$ cat src/rtl/pifo_reg_ctrl.sv
// pifo_reg_ctrl: turns an enqueue stream into register-PIFO insert/remove strobes and prefetches the PIFO min into a one-entry dequeue register.
// Latency: enq-to-deq 3 cycles through the PIFO (1 cycle on an empty PIFO when PIFO_BYPASS_EN is defined); at most one command every 2 cycles.
// Backpressure: enq_ready is low while a command settles or a flush runs; a stalled dequeue register blocks PIFO pops.
module pifo_reg_ctrl #(
  parameter int RANK_WIDTH   = 8,
  parameter int META_WIDTH   = 8,
  parameter int L2_REG_WIDTH = 2,
  parameter int CNT_WIDTH    = 16
) (
  input  logic                    clk,
  input  logic                    rst_n,
  input  logic                    enq_valid,
  output logic                    enq_ready,
  input  logic [RANK_WIDTH-1:0]   enq_rank,
  input  logic [META_WIDTH-1:0]   enq_meta,
  output logic                    deq_valid,
  input  logic                    deq_ready,
  output logic [RANK_WIDTH-1:0]   deq_rank,
  output logic [META_WIDTH-1:0]   deq_meta,
  input  logic                    flush,
  output logic                    flush_done,
  output logic                    pifo_insert,
  output logic                    pifo_remove,
  output logic [RANK_WIDTH-1:0]   pifo_rank_in,
  output logic [META_WIDTH-1:0]   pifo_meta_in,
  input  logic [RANK_WIDTH-1:0]   pifo_rank_out,
  input  logic [META_WIDTH-1:0]   pifo_meta_out,
  input  logic                    pifo_valid_out,
  input  logic [L2_REG_WIDTH:0]   pifo_num_entries,
  input  logic                    pifo_full,
  output logic [CNT_WIDTH-1:0]    overflow_cnt
);

  typedef enum logic [1:0] {IDLE, SETTLE, FLUSH} state_t;

  localparam logic [CNT_WIDTH-1:0] CNT_ONE = {{(CNT_WIDTH-1){1'b0}}, 1'b1};

  state_t                  state_q, state_d;
  logic                    run_q;
  logic                    vld_q;
  logic [RANK_WIDTH-1:0]   rank_q;
  logic [META_WIDTH-1:0]   meta_q;
  logic [CNT_WIDTH-1:0]    ovf_q;
  logic                    fdone_q;

  logic slot_free, is_idle, enq_acc, pop, byp;
  logic ins_d, rem_d, load_pifo, load_byp, clr_out, fdone_d;

  // run_q keeps enq_ready and the PIFO data bus at 0 until the first edge after reset
  assign slot_free = !vld_q || deq_ready;
  assign is_idle   = run_q && (state_q == IDLE);
  assign enq_ready = is_idle && !flush;
  assign enq_acc   = enq_valid && enq_ready;
  assign pop       = is_idle && pifo_valid_out && slot_free;

`ifdef PIFO_BYPASS_EN
  assign byp = enq_acc && (pifo_num_entries == '0) && !pifo_valid_out && slot_free;
`else
  assign byp = 1'b0;
`endif

  always_comb begin
    state_d   = state_q;
    ins_d     = 1'b0;
    rem_d     = 1'b0;
    load_pifo = 1'b0;
    load_byp  = 1'b0;
    clr_out   = 1'b0;
    fdone_d   = 1'b0;
    case (state_q)
      IDLE: begin
        if (run_q && flush) begin
          state_d = FLUSH;
          clr_out = 1'b1;
        end else if (byp) begin
          load_byp = 1'b1;
        end else if (enq_acc) begin
          ins_d = 1'b1;
          // a smaller incoming rank defers the pop so the new entry can win next time
          if (pop && (enq_rank >= pifo_rank_out)) begin
            rem_d     = 1'b1;
            load_pifo = 1'b1;
          end
        end else if (pop) begin
          rem_d     = 1'b1;
          load_pifo = 1'b1;
        end
        if (ins_d || rem_d) state_d = SETTLE;
      end
      SETTLE: begin
        if (flush) begin
          state_d = FLUSH;
          clr_out = 1'b1;
        end else begin
          state_d = IDLE;
        end
      end
      FLUSH: begin
        if (pifo_num_entries != '0) begin
          rem_d = 1'b1;
        end else begin
          fdone_d = 1'b1;
          state_d = SETTLE;
        end
      end
      default: state_d = IDLE;
    endcase
  end

  always_ff @(posedge clk or negedge rst_n) begin
    if (!rst_n) begin
      state_q <= IDLE;
      run_q   <= 1'b0;
      fdone_q <= 1'b0;
      ovf_q   <= '0;
    end else begin
      state_q <= state_d;
      run_q   <= 1'b1;
      fdone_q <= fdone_d;
      if (ins_d && pifo_full && !rem_d && !(&ovf_q)) ovf_q <= ovf_q + CNT_ONE;
    end
  end

  always_ff @(posedge clk or negedge rst_n) begin
    if (!rst_n) begin
      vld_q  <= 1'b0;
      rank_q <= '0;
      meta_q <= '0;
    end else if (clr_out) begin
      vld_q <= 1'b0;
    end else if (load_pifo) begin
      vld_q  <= 1'b1;
      rank_q <= pifo_rank_out;
      meta_q <= pifo_meta_out;
    end else if (load_byp) begin
      vld_q  <= 1'b1;
      rank_q <= enq_rank;
      meta_q <= enq_meta;
    end else if (deq_ready) begin
      vld_q <= 1'b0;
    end
  end

  assign deq_valid    = vld_q;
  assign deq_rank     = rank_q;
  assign deq_meta     = meta_q;
  assign pifo_insert  = ins_d;
  assign pifo_remove  = rem_d;
  assign pifo_rank_in = run_q ? enq_rank : '0;
  assign pifo_meta_in = run_q ? enq_meta : '0;
  assign flush_done   = fdone_q;
  assign overflow_cnt = ovf_q;

endmodule
$ cat config.mk
export PLATFORM = sky130hd
export DESIGN_NAME = pifo_reg_ctrl
export DESIGN_NICKNAME = d
export VERILOG_FILES = /design/src/rtl/pifo_reg_ctrl.sv
export SDC_FILE = /design/constraint.sdc
export NUM_CORES = 1
export LEC_CHECK = 0
export CORE_MARGIN = 5
export CORE_UTILIZATION = 37
export DETAILED_ROUTE_END_ITERATION = 8
export PLACE_DENSITY = 0.76
export SLEW_MARGIN = 20
export SYNTH_ARGS = -nofsm -noshare
export SYNTH_HDL_FRONTEND = slang
export SYNTH_SLANG_ARGS = --single-unit
$ cat constraint.sdc
create_clock -name clk -period 2.05 [get_ports clk]
set_clock_uncertainty 0.1 [all_clocks]
set_input_delay 0.41 -clock clk [delete_from_list [all_inputs] [get_ports clk]]
set_output_delay 0.41 -clock clk [all_outputs]
set_load 0.01 [all_outputs]
## After elaboration in Yosys (flattened, before gate mapping)

Cells that the tools add are included.

| word-level totals | value |
|---|---|
| bits of input ports | 42 |
| output and inout port bits | 53 |
| word-level logic and storage cells | 65 |
| bits in registers | 37 |

| operators by class | value |
|---|---|
| reductions and logical operators | 22 |
| equal/unequal tests | 4 |
| magnitude comparators | 1 |
| multiplexer cells | 29 |
| add/sub/neg operators | 1 |
| bitwise operators | 1 |

Operator list:

| kind | count |
|---|---|
| $mux 8 | 4 |
| $mux 1 | 18 |
| $add 16x1->16 const B | 1 |
| $reduce_and 16->1 | 1 |
| $logic_and 1x1->1 | 10 |
| $ge 8x8->1 | 1 |
| $mux 2 | 4 |
| $pmux 2 s3 | 1 |
| $reduce_bool 3->1 | 2 |
| $logic_not 1->1 | 4 |
| $pmux 1 s2 | 2 |
| $reduce_and 2->1 | 2 |
| $ne 3x1->1 const B | 1 |
| $eq 2x1->1 const B | 1 |
| $eq 2x2->1 const B | 1 |
| $logic_not 2->1 | 1 |
| $logic_or 1x1->1 | 2 |
| $ne 2x2->1 const B | 1 |
| $not 1->1 | 1 |

## Longest topological paths before layout

Gate-level depths: netlist (run 1).

| logic depth | value |
|---|---|
| depth in word-level cells | 13 |
| gate-level depth with buffers | 9 |
| depth with buffers taken out | 7 |

## Worst setup path before layout (run 1)

OpenSTA, ideal clock, no wires.

| timing | value |
|---|---|
| path kind | flip-flop to output port |
| from | register state_q[0] |
| to | output port pifo_remove |
| cell stages (with the launch flop) | 7 |
| data arrival time | 1.763 ns |
| setup slack | -0.223 ns |
| cells stage by stage | dfrtp_1 > nor4b_4 > nand4_2 > o32a_2 > buf_6 > buf_6 > nand2_1 |

RTL lines:

| item | line | text |
|---|---|---|
| from (decl) | 38 | `state_t state_q, state_d;` |
| from (signal assigned) | 117 | `state_q <= state_d;` |
| $logic_not 2->1 | 51 | `assign is_idle = run_q && (state_q == IDLE);` |
| $logic_and 1x1->1 | 51 |  |
| $logic_and 1x1->1 | 52 | `assign enq_ready = is_idle && !flush;` |
| via enq_ready | 13 | `output logic enq_ready,` |
| $logic_and 1x1->1 | 53 | `assign enq_acc = enq_valid && enq_ready;` |
| $mux 1 | 77 | `end else if (enq_acc) begin` |
| $mux 1 | 72 | `if (run_q && flush) begin` |
| $mux 1 | 70 | `case (state_q)` |
| $pmux 1 s2 | 70 |  |
| to (decl) | 23 | `output logic pifo_remove,` |

The timed path passes the listed nets, and every way through them passes these cells. The select of a mux whose other input is x is not followed.

## Final worst setup path (run 1)

| timing | value |
|---|---|
| from | register state_q[1] |
| to | output port pifo_remove |

| on the way | value |
|---|---|
| longest elaborated chain between the ends | 10 |

Ends and longest elaborated chain:

| item | line | text |
|---|---|---|
| $logic_not 2->1 | 51, 70 |  |
| $logic_and 1x1->1 | 51 |  |
| $logic_and 1x1->1 (2 in series) | 54 | `assign pop = is_idle && pifo_valid_out && slot_free;` |
| $logic_and 1x1->1 | 80 | `if (pop && (enq_rank >= pifo_rank_out)) begin` |
| $mux 1 | 80 |  |
| $mux 1 | 77 |  |
| $mux 1 | 72 |  |
| $mux 1 | 70 |  |
| $pmux 1 s2 * | 70 |  |

Every way passes the cells marked *; elsewhere a longest branch is shown, timed or not. The select of a mux whose other input is x is not followed.

==> results of run 1 <==
registers in the layout (all words and copies together), names as in the netlist:
| signal | count |
|---|---|
| deq_rank | 8 |
| deq_meta | 8 |
| deq_valid | 1 |
| overflow_cnt | 16 |
| flush_done | 1 |
| state_q | 2 |
| run_q | 1 |
path summary, 6_finish.rpt:
kind,endpoint,slack (ns),cells past startpoint
max in group asynchronous,deq_rank[3],1.44,2
min in group clk,deq_rank[2],0.34,4
max,pifo_remove,-0.26,6
max reg2reg,overflow_cnt[14],-0.20,9
min reg2reg,deq_meta[6],0.37,2
min,deq_rank[6],0.04,2
per-layer routing:
| layer | vias up | routed length (um) | GRT usage (%) |
|---|---|---|---|
| li1 | 982 | - | - |
| met1 | 955 | 2562 | 20.92 |
| met2 | 55 | 3217 | 32.25 |
| met3 | 9 | 342 | 4.837 |
| met4 | 0 | 91 | 5.848 |
| met5 | - | 0 | 0 |
area by class of cell:
type,count,share of cell area (%)
tap,70,2.351
clock buffer,6,2.216
timing repair buffer,146,35.86
multi-input combinational,148,32.20
sequential,37,24.85
clock inverter,2,1.007
inverter,11,1.511
placed cells by master, fill, tap and decap left out, types with 4 or more instances in the layout:
master / count
buf_6: 12
buf_4: 42
and2_1: 10
and2_2: 6
dlygate4sd2_1: 25
clkbuf_8: 6
xor2_1: 11
dfrtp_1: 37
ha_4: 5
inv_1: 5
nand2_1: 43
inv_2: 4
nor3_2: 5
o21ai_2: 7
clkdlybuf4s50_1: 57
buf_2: 4
nand3_1: 10
cells by family (layout without fill, tap and decap cells):
| logic type | Yosys count | after routing | share of synthesized area [%] |
|---|---|---|---|
| flip-flops | 37 | 37 | 45.99 |
| XOR/XNOR | 14 | 14 | 6.091 |
| buffers and inverters | 18 | 165 | 5.407 |
| adder cells (fa/ha/maj) | 9 | 9 | 5.594 |
| other | 1 | 1 | 0.1863 |
| multiplexers | 1 | 1 | 0.5593 |
| AND/OR/NAND/NOR | 102 | 102 | 27.47 |
| AO/OA/AOI/OAI | 21 | 21 | 8.702 |
stage by stage:
step / instance area, um2 / total power, mW
final: 3726 / 3.029
after global routing: 3726 / 3.223
after CTS: 3652 / 3.023
after detailed placement: 3351 / 2.298
after global placement: 3351 / 2.260
after floorplan: 2076 / 1.531
what timing repair did:
| item | CTS | global route |
|---|---|---|
| gates resized for setup | 96 | 21 |
| endpoints found under the setup margin | 52 | 36 |
| gates cloned | 2 | 0 |
| pin swaps | 11 | 11 |
| buffers inserted | 9 | 5 |
power by group:
part / total [mW] / leakage, nW / internal, mW / switching [mW]
Clock: 0.679 / 0.0574 / 0.396 / 0.283
Sequential: 1.05 / 0.485 / 0.935 / 0.114
Combinational: 1.30 / 1.23 / 0.753 / 0.549
critical path, delay by kind of cell (launching register included):
kind            cells  cell delay [ns]
compound gates      1             0.35
simple gates        3             0.48
buf+inv             2             0.27
flops               1             0.41
==> impl_metrics.yaml, run 1 <==
floorplanning:
  pin_count: 95
  die_w_um: 83.77
  rows: 26
  die_h_um: 83.77
  die-area_um2: 7017
  initial_utilization_pct: 38.68
  coreArea_um2: 5205
grt:
  grt_antenna_before_repair: 0
  track_usage_pct: 18.09
  grt_pass1_vias: 2176
  grt_pass1_wl_mm: 10.21
  grt_max_degree: 38
  grt_overflow: 0
logic_synthesis:
  synth.ff_latch_count: 37
  synth_top_area_share_pct: 45.99
  synth_top_cells_by_count: "nand2_1, dfrtp_1, inv_1, xor2_1"
  syn_nets: 254
  yosys.area.top_type: "dfrtp_1"
  synth-edff-count: 0
  synth_flop_cell: "dfrtp_1"
  postSynthAreaPerCell_um2: 9.917
  synthArstFlopShare_pct: 100.0
  yosys_warnings: 0
  ys_types: 41
  netlist_area_um2: 2013
  syn_inst: 203
  ys_top_cells_by_area: "dfrtp_1, nand2_1, ha_1, xor2_1, and2_1"
  synth-seq-area-share_pct: 45.99
  yosysMostFrequentCell: "nand2_1"
critical_path:
  critPathRequiredTime_ns: 1.54
  worstSetupPathType: "reg -> out"
  worstPathCellList: "nor4b_4 > buf_4 > nand4_4 > o32a_4 > nand2_4 > buf_6"
  cp_data_arrival_time_ns: 1.80
  worstSetupStartpoint: "state_q[1]"
  r2r-start: "state_q[1]"
  end_kind: "output port"
  start_kind: "flop"
  path_max_fanout: 2
  slowest_delay_ns: 0.41
  cp_slowest_cell: "dfrtp_1"
clock_network:
  cts_root_buf: "clkbuf_8"
  clk_latency_ns: 0.30
  cts_tree: "yes"
  cts_hold_buf: 0
  clk_pin_slew_worst_paths_ns: 0.08
  cts_buffer_depth: 2
  cts_buffers: 5
  htreeDepth: 2
  cts.sinks: 37
final_layout:
  regArea_um2: 925.9
  nets: 400
  multi_input_comb_area_um2: 1200
  antennaDiodeCount: 0
  drive_gt1_share_pct: 35.14
  areaGrowthSynthToFinish_pct: 85.08
  final_util_pct: 71.59
  fin_cells: 420
  fillers: 404
timing:
  timing.final.ws_setup_ns: -0.2552
  fmax_ghz: 0.4338
  fin_tns_setup_ns: -3.126
  finalCriticalPeriod_ns: 2.305
  final.period_utilization_pct: 112.4
  final-hold-violation-count: 0
  rsz0062_at_grt: "yes"
  slew_viol_final: 0
  setup_viol_count_final: 26
  hold-worst-slack_ns: 0.04496
power_and_ir_drop:
  power.density_nw_per_um2: 813.0
  peakVddDrop_mv: 0.4937
  leakage_nw: 1.777
placement:
  globalplace.congestion: 0.8222
  place_ws_ns: -1.082
  port_buffers: 94
  post-dp-hpwl_mm: 4.435
  dp.cells: 401
route:
  firstDrtPassIters: 4
  drc: 0
  routed_wirelength_mm: 6.213
  antenna_left: 0
  wire_per_inst_um: 14.79
  drt-initial-drc-count: 47
  drt-vias-per-instance: 4.764
  num_vias: 2001
status:
  violations: "negative setup slack"
  status: "complete, but fails checks"
job:
  drv_cap: 0
hold_path:
  hold_path.class: "in -> async"
Note: power is estimated with default switching activity, not from simulation.
==> run 2, diff against run 1 <==
--- a/config.mk
+++ b/config.mk
@@ -9,6 +9,7 @@
 export CORE_UTILIZATION = 37
 export DETAILED_ROUTE_END_ITERATION = 8
 export PLACE_DENSITY = 0.76
+export RECOVER_POWER = 100
 export SLEW_MARGIN = 20
 export SYNTH_ARGS = -nofsm -noshare
 export SYNTH_HDL_FRONTEND = slang
==> run 2 against run 1 <==
  * The flow still finishes with violations (negative setup slack)
  * Via count about the same
  * Cell area decreased by 0.40%
  * Total power decreased by 2.7%
  * Sequential share of layout area increased by 0.10 points
  * Wire length decreased by 0.39%
==> impl_metrics.yaml, run 2 (synthesis gave the netlist of run 1 again) <==
status:
  status: "complete, but fails checks"
  violations: "negative setup slack"
timing:
  tightest_slew_ns: 0.9561
  fmax_ghz: 0.4347
  final-hold-violation-count: 0
  rsz0062_at_grt: "yes"
  setup_viol_count_final: 26
  final.period_utilization_pct: 112.2
  fin_tns_setup_ns: -2.992
  slew_viol_final: 0
  finalCriticalPeriod_ns: 2.300
  timing.final.ws_setup_ns: -0.2504
  slew_headroom_pct: 36.26
  hold-worst-slack_ns: 0.2256
clock_network:
  cts_tree: "yes"
  cts_buffer_depth: 2
  htreeDepth: 2
  clk_latency_ns: 0.30
  cts_root_buf: "clkbuf_8"
  cts.sinks: 37
  clk_pin_slew_worst_paths_ns: 0.08
  cts_buffers: 5
  cts_hold_buf: 0
route:
  num_vias: 2003
  drt-initial-drc-count: 42
  routed_wirelength_mm: 6.189
  drt-vias-per-instance: 4.769
  drc: 0
  antenna_left: 0
  wire_per_inst_um: 14.74
  firstDrtPassIters: 4
grt:
  grt_max_degree: 38
  grt_overflow: 0
  grt_pass1_vias: 2176
  track_usage_pct: 18.09
  grt_antenna_before_repair: 0
  grt_pass1_wl_mm: 10.21
critical_path:
  path_max_fanout: 2
  reg2regPathDepth: 9
  start_kind: "flop"
  reg2reg_slack_ns: -0.20
  worstSetupPathType: "reg -> out"
  cp_data_arrival_time_ns: 1.79
  end_kind: "output port"
  critPathRequiredTime_ns: 1.54
  r2r-end: "overflow_cnt[14]"
  r2r-start: "state_q[1]"
power_and_ir_drop:
  peakVddDrop_mv: 0.4744
  leakage_nw: 1.851
  power.density_nw_per_um2: 794.0
placement:
  dp.cells: 401
  post-dp-hpwl_mm: 4.435
  globalplace.congestion: 0.8222
  port_buffers: 94
floorplanning:
  die_w_um: 83.77
  rows: 26
  die-area_um2: 7017
  initial_utilization_pct: 38.68
  coreArea_um2: 5205
  pin_count: 95
  die_h_um: 83.77
final_layout:
  areaGrowthSynthToFinish_pct: 84.34
  final_common_cell: "nand2_1"
  final_cell_mix: "nand2_1, buf_4, dfrtp_1, dlygate4sd3_1, dlygate4sd2_1"
  nets: 400
  fin_cells: 420
  drive_gt1_share_pct: 34.86
  antennaDiodeCount: 0
  largest_reg_flops: 16
hold_path:
  hold_path.class: "in -> async"
job:
  drv_cap: 0
## run 2: critical path, stage by stage (launching register included)
cell and delay (ns):
dfrtp_1 0.41, nor4b_4 0.32, buf_4 0.17, nand4_4 0.10, o32a_4 0.35, nand2_4 0.06, buf_6 0.10
## run 2: area by class of cell
cell class                 instances  area, um2
fill                             409       1494
timing repair buffer             146       1321
multi-input combinational        148       1200
sequential                        37      925.9
tap                               70      87.58
clock buffer                       6      82.58
inverter                          11      56.30
clock inverter                     2      37.54
## run 2: how the worst max path moves through the flow
| stage | to | from | cells after the start | slack [ns] |
|---|---|---|---|---|
| after floorplan | pifo_remove | pifo_rank_out[2] | 8 | -0.15 |
| after global placement | pifo_remove | pifo_rank_out[2] | 8 | -1.07 |
| after detailed placement | pifo_remove | pifo_rank_out[2] | 8 | -1.08 |
| after CTS | pifo_remove | state_q[0] | 6 | -0.31 |
| after global routing | pifo_remove | state_q[1] | 6 | -0.31 |
| final | pifo_remove | state_q[1] | 6 | -0.25 |
## run 2: where the power goes
group	internal, mW	total [mW]	switching [mW]
sequential	0.934	1.04	0.107
combinational	0.679	1.23	0.548
clock	0.396	0.678	0.283
total	2.01	2.95	0.937
## run 2: metal layers
| metal | vias to the layer above | global-route usage (%) | part of all wire, % | wire [um] |
|---|---|---|---|---|
| met5 | - | 0 | 0 | 0 |
| met4 | 0 | 5.848 | 1.5 | 91 |
| met3 | 9 | 4.837 | 5.5 | 338 |
| li1 | 982 | - | - | - |
| met1 | 957 | 20.92 | 41 | 2556 |
| met2 | 55 | 32.25 | 52 | 3202 |
## run 2: through the flow
step	setup slack (ns)	power, mW	utilization [%]	instance area [um2]
2_1_floorplan	-0.1500	1.531	-	2076
3_3_place_gp	-1.073	2.260	64.38	3351
3_5_place_dp	-1.082	2.298	64.38	3351
4_1_cts	-0.3141	3.023	70.17	3652
5_1_grt	-0.3126	3.140	71.30	3711
6_report	-0.2504	2.947	71.30	3711
## run 2: repair_timing
| action | 4_1_cts | 5_1_grt |
|---|---|---|
| resized for setup | 96 | 21 |
| setup buffers | 9 | 5 |
| gates cloned | 2 | 0 |
| setup endpoints to repair | 52 | 36 |
| pin swaps | 11 | 11 |
==> variant 1, RTL diff (flow settings as in run 2) <==
Make the reset (`rst_n`) synchronous in 2 clocked blocks.
--- a/src/rtl/pifo_reg_ctrl.sv
+++ b/src/rtl/pifo_reg_ctrl.sv
@@ -107,7 +107,7 @@
     endcase
   end
 
-  always_ff @(posedge clk or negedge rst_n) begin
+  always_ff @(posedge clk) begin
     if (!rst_n) begin
       state_q <= IDLE;
       run_q   <= 1'b0;
@@ -121,7 +121,7 @@
     end
   end
 
-  always_ff @(posedge clk or negedge rst_n) begin
+  always_ff @(posedge clk) begin
     if (!rst_n) begin
       vld_q  <= 1'b0;
       rank_q <= '0;
Formal check against the unedited RTL: differs if rst_n is asserted again (counterexample within 4 cycles, from zero or initial values and one cycle with rst_n low); with rst_n held inactive, the same outputs for 10 cycles.
==> variant 1 against run 2 <==
Highest routed layer unchanged; synthesized cell count is 4.4% higher; sequential share of layout area is 4.6 points lower; routed wire length is 6.0% higher; first-iteration DRC count is 36% higher; via count is 3.8% higher; worst setup slack worse by 0.028 ns; largest cell class unchanged; cell area is 1.4% lower; area after synthesis is 5.8% lower; fmax is 1.2% lower; sequential cell count stayed put; die area is 5.1% lower; the flow still finishes with violations (negative setup slack).
Power is not compared: it rests on default switching activity, and its combinational part moved more than twofold at a synthesized area within 25%.
==> variant 1: results <==
set metrics [dict create \
    status "finished, violations left" \
    violations "negative setup slack" \
    largest_reg_flops 16 \
    hold_path.startpoint "pifo_rank_out[5]" \
    via_per_inst 4.962 \
    ir_drop_v 0.0002904 \
    nets 400 \
    ys_types 39 \
    crit_slowest_cell "a2111oi_4" \
    hp-class "input pin to flip-flop" \
    ys_top_cells_by_area "dfxtp_1 39%, mux2i_1 10%, ha_1 5.9%" \
    wire_per_inst_um 15.65 \
    setup.worst_path.start "pifo_rank_out[0]" \
    first_pass_iters 4 \
    worst_pin_slew_ns 0.5767 \
    grt_max_degree 18 \
    grt_util_all_layers_pct 19.26 \
    finalWirelength_um 6559 \
    finalSetupViolations 29 \
    worst-path-max-fanout 2 \
    ys_seq_area_share_pct 39.05 \
    clk_pin_slew_ns 0.08 \
    dpl.hpwl_um 4505 \
    max_stage_delay_ns 0.32 \
    place_area_um2 3267 \
    ys_async_sr_fraction_pct 0 \
    cts_root_buffer "clkbuf_8" \
    drtIter0Drc 57 \
    layout_setup_ws_ns -0.2784 \
    cp_top_family "compound AO/OA/AOI/OAI gates" \
    syn_nets 263 \
    crit_arrival_ns 1.82 \
    syn_avg_cell_area_um2 8.947 \
    io_buffers 94 \
    clock_latency_ns 0.28 \
    synthTopCellsByCount "37 x dfxtp_1, 23 x nor2_1, 19 x mux2i_1" \
    gp_congestion 0.7455 \
    reg2reg_slack_ns -0.15 \
    n_fill_cell 389 \
    grt_pass1_vias 2102 \
    r2r_start "state_q[1]" \
    drive_above_1_share_pct 32.66 \
    clockBufferDepth 2 \
    reg2reg_depth 8 \
    cts_buffers 5 \
    grt_antenna_before_repair 0 \
    grt_pass1_wl_um 9956 \
    reg2reg_to "overflow_cnt[7]" \
    yosysWarningCount 0 \
    p_leak_nw 1.443 \
]
-- variant 1: cell types whose count changed in the layout (fill, tap and decap cells not counted), moves of 7 or more --
cell / run 2 / this run
o21ai_2: 7 / 0
mux2i_1: 0 / 18
dfrtp_1: 37 / 0
buf_4: 39 / 28
xor2_1: 11 / 2
clkdlybuf4s50_1: 22 / 69
dlygate4sd3_1: 35 / 1
and2_1: 8 / 16
dfxtp_1: 0 / 35
dlygate4sd2_1: 25 / 2
nor2_1: 3 / 22
nand2_1: 43 / 10
-- variant 1: timing repair --
action	in CTS	in global routing
gates cloned	2	1
setup endpoints to repair	44	47
hold endpoints to repair	0	0
setup buffers	9	2
gates resized for setup	101	43
pin swaps	25	24
-- variant 1: cell type report --
| type | instances | share of cell area (%) |
|---|---|---|
| timing repair buffer | 139 | 37.16 |
| multi-input combinational | 153 | 35.83 |
| sequential | 37 | 20.31 |
| tap | 70 | 2.393 |
| clock buffer | 7 | 2.359 |
| inverter | 13 | 1.949 |
-- variant 1: worst min-delay path by stage --
stage                             end  cells after the start
after floorplan                 run_q                      0
after global placement    deq_meta[1]                      2
after detailed placement  deq_meta[6]                      2
after CTS                 deq_rank[5]                      3
after global routing      deq_rank[6]                      3
final                     deq_rank[5]                      3
-- variant 1: layer usage --
| layer | vias to the layer above | wire (um) | global-route usage (%) |
|---|---|---|---|
| met4 | 0 | 35 | 4.485 |
| met5 | - | 0 | 0 |
| met3 | 4 | 452 | 4.276 |
| met1 | 984 | 2762 | 24.03 |
| met2 | 68 | 3308 | 33.71 |
| li1 | 1023 | - | - |
-- variant 1: tightest hold or removal path, delay by kind of cell --
family,cells,cell delay (ns)
buf+inv,1,0.07
mux,1,0.05
simple gates,1,0.07
-- variant 1: cells by family after synthesis --
kind of cell    Yosys count  share of synthesized area (%)
simple gates             88                          26.45
flops                    37                          39.05
compound gates           35                          12.53
buf+inv                  22                          5.080
mux                      19                          10.03
fa+ha+maj                 9                          5.937
xor+xnor                  2                         0.9237
-- variant 1: report_power, final --
part	switching [mW]	internal (mW)	leakage [nW]	total, mW
clock network	0.249	0.267	0.0443	0.516
registers	0.0113	0.736	0.300	0.748
logic	0.165	0.249	1.10	0.414
total	0.426	1.25	1.44	1.68
-- variant 1: metrics by stage --
stage	setup TNS (ns)	hold WS [ns]	power, mW	utilization, %	worst slack (ns)
2_1_floorplan	-0.8408	0.3377	0.9152	-	-0.1897
3_3_place_gp	-27.34	0.3736	1.124	64.79	-1.079
3_5_place_dp	-28.35	0.3825	1.133	64.79	-1.104
4_1_cts	-3.453	0.2866	1.676	70.69	-0.3369
5_1_grt	-5.503	0.2980	1.757	72.58	-0.3296
6_report	-3.560	0.2566	1.678	72.58	-0.2784
==> variant 2, RTL diff (flow settings as in run 2) <==
Without the edit above. Change the parameter `META_WIDTH` from 8 to 10.
--- a/src/rtl/pifo_reg_ctrl.sv
+++ b/src/rtl/pifo_reg_ctrl.sv
@@ -3,7 +3,7 @@
 // Backpressure: enq_ready is low while a command settles or a flush runs; a stalled dequeue register blocks PIFO pops.
 module pifo_reg_ctrl #(
   parameter int RANK_WIDTH   = 8,
-  parameter int META_WIDTH   = 8,
+  parameter int META_WIDTH   = 10,
   parameter int L2_REG_WIDTH = 2,
   parameter int CNT_WIDTH    = 16
 ) (
Ports: changed (resized deq_meta, enq_meta, pifo_meta_in and pifo_meta_out); port bits go from 95 to 103. No check against the original RTL was run, so the function may have changed too.
==> variant 2 against run 2 <==
Worst setup slack lost 0.059 ns; sequential cell count is 2 higher; critical path type is now input pin to flip-flop; cell area up 12%; the flow still finishes with violations (negative setup slack); routed wire length is 27% higher; sequential power grew 9%; die area grew 2.4%; area after synthesis up 2.7%; total power increased by 4.4%.
==> variant 2: results <==
set metrics [dict create \
    nets 415 \
    n_fill_cell 385 \
    ctsHtreeMaxLevel 2 \
    p_switching_mw 0.9786 \
    violations "negative setup slack" \
    setup.worst_path.start "pifo_rank_out[4]" \
    antenna_cells 0 \
    ys_async_sr_fraction_pct 100.0 \
    gp_congestion 0.7962 \
    hold_path.startpoint "pifo_rank_out[1]" \
    dpl.hpwl_um 4796 \
    grt_pass1_vias 2281 \
    syn_avg_cell_area_um2 10.77 \
    clock_latency_ns 0.31 \
    synthTopCellsByCount "39 x dfrtp_1, 19 x and2_1, 14 x nand2_1" \
    r2r_start "state_q[0]" \
    grt_antenna_before_repair 0 \
    grt_util_all_layers_pct 19.95 \
    placed_cells 397 \
    drtIter0Drc 95 \
    max_stage_delay_ns 0.55 \
    layout_setup_ws_ns -0.3097 \
    first_pass_iters 4 \
    synth-xor-area-share_pct 5.929 \
    finalWirelength_um 7860 \
    num_vias 2182 \
    syn_nets 247 \
    hp-class "input pin to flip-flop" \
    tns_ns -7.374 \
    ir_drop_v 0.0006621 \
    worst_pin_slew_ns 1.181 \
    grt_max_degree 21 \
    ys_top_cells_by_area "dfrtp_1 47%, and2_1 5.7%, ha_1 5.4%" \
    p_leak_nw 2.188 \
    cts_buffers 5 \
    worst-path-max-fanout 5 \
    synth_compound_area_share_pct 6.171 \
    clk_pin_slew_ns 0.08 \
    ys_types 40 \
    largest_reg_flops 16 \
    drive_above_1_share_pct 40.17 \
    finalSetupViolations 37 \
    grt_pass1_wl_um 11350 \
    io_buffers 102 \
    crit_arrival_ns 2.47 \
    ys_seq_area_share_pct 47.19 \
    muxShareOfSynthArea_pct 7.623 \
    final_cell_count_no_fill 433 \
    cts_root_buffer "clkbuf_8" \
    status "finished, violations left" \
    crit_slowest_cell "or4_4" \
    clockBufferDepth 2 \
    yosysWarningCount 0 \
    yosys.area_share.adder_pct 5.445 \
]
-- variant 2: cell count changes after synthesis, moves of 8 or more --
cell	before	now
and2_1	10	19
mux2_2	0	10
nand2_1	44	14
nor3_1	9	1
o21ai_0	0	8
-- variant 2: final cells by class --
cell class	count	area, um^2	share of cell area (%)
multi-input combinational	135	1299	31.14
timing repair buffer	168	1664	39.90
sequential	39	977.2	23.43
tap	72	90.09	2.160
clock inverter	1	5.005	0.1200
inverter	11	58.81	1.410
clock buffer	7	76.32	1.830
-- variant 2: power by group through the flow --
stage | Combinational, mW | Clock, mW | Sequential, mW
6_report | 1.43 | 0.515 | 1.13
5_1_grt | 1.52 | 0.560 | 1.15
4_1_cts | 1.42 | 0.512 | 1.12
3_5_place_dp | 1.32 | 0 | 1.13
3_3_place_gp | 1.30 | 0 | 1.11
2_1_floorplan | 0.417 | 0 | 1.25
-- variant 2: kinds of logic after synthesis --
| kind of cell | after synthesis |
|---|---|
| DFF | 39 |
| other | 1 |
| muxes | 13 |
| AOI/OAI and AO/OA | 19 |
| and+or+nand+nor | 79 |
| buffers and inverters | 18 |
| adders and majority gates | 9 |
| xor gates and xnor gates | 14 |
-- variant 2: layer usage --
layer,track usage [%],vias to the layer above,wire length [um]
met1,23.47,1077,3164
met5,0,-,0
met2,34.52,82,4067
met3,4.514,22,409
li1,-,1001,-
met4,8.921,0,218
-- variant 2: timing repair --
action                                 4_1_cts  5_1_grt
setup endpoints to repair                   55       54
gates resized for setup                    110       54
setup buffers                               14       12
hold buffers                                 1        0
pin swaps                                   27       15
cloned                                       3        2
endpoints found under the hold margin       18        0
-- variant 2: metrics by stage --
stage / setup WS [ns] / cell area [um^2] / power, mW
CTS: -0.3514 / 3954 / 3.049
finish: -0.3097 / 4170 / 3.075
global placement: -1.198 / 3528 / 2.417
floorplan: -0.2824 / 2175 / 1.666
detailed placement: -1.214 / 3528 / 2.451
global route: -0.3481 / 4170 / 3.234
-- variant 2: path summary, 6_finish.rpt --
path,endpoint,slack [ns],cells past startpoint
max,overflow_cnt[6],-0.31,11
min,deq_rank[1],0.24,3
max reg2reg,overflow_cnt[6],-0.26,8
min reg2reg,deq_rank[6],0.38,2
max in group asynchronous,overflow_cnt[8],0.19,3
min in group asynchronous,deq_rank[1],0.76,2
-- variant 2: worst max-delay path, delay by kind of cell --
family	cells	cell delay (ns)
buffers and inverters	4	0.41
AO/OA/AOI/OAI	1	0.15
AND/OR/NAND/NOR	4	1.13
XOR/XNOR	1	0.21
adder cells (fa/ha/maj)	1	0.15
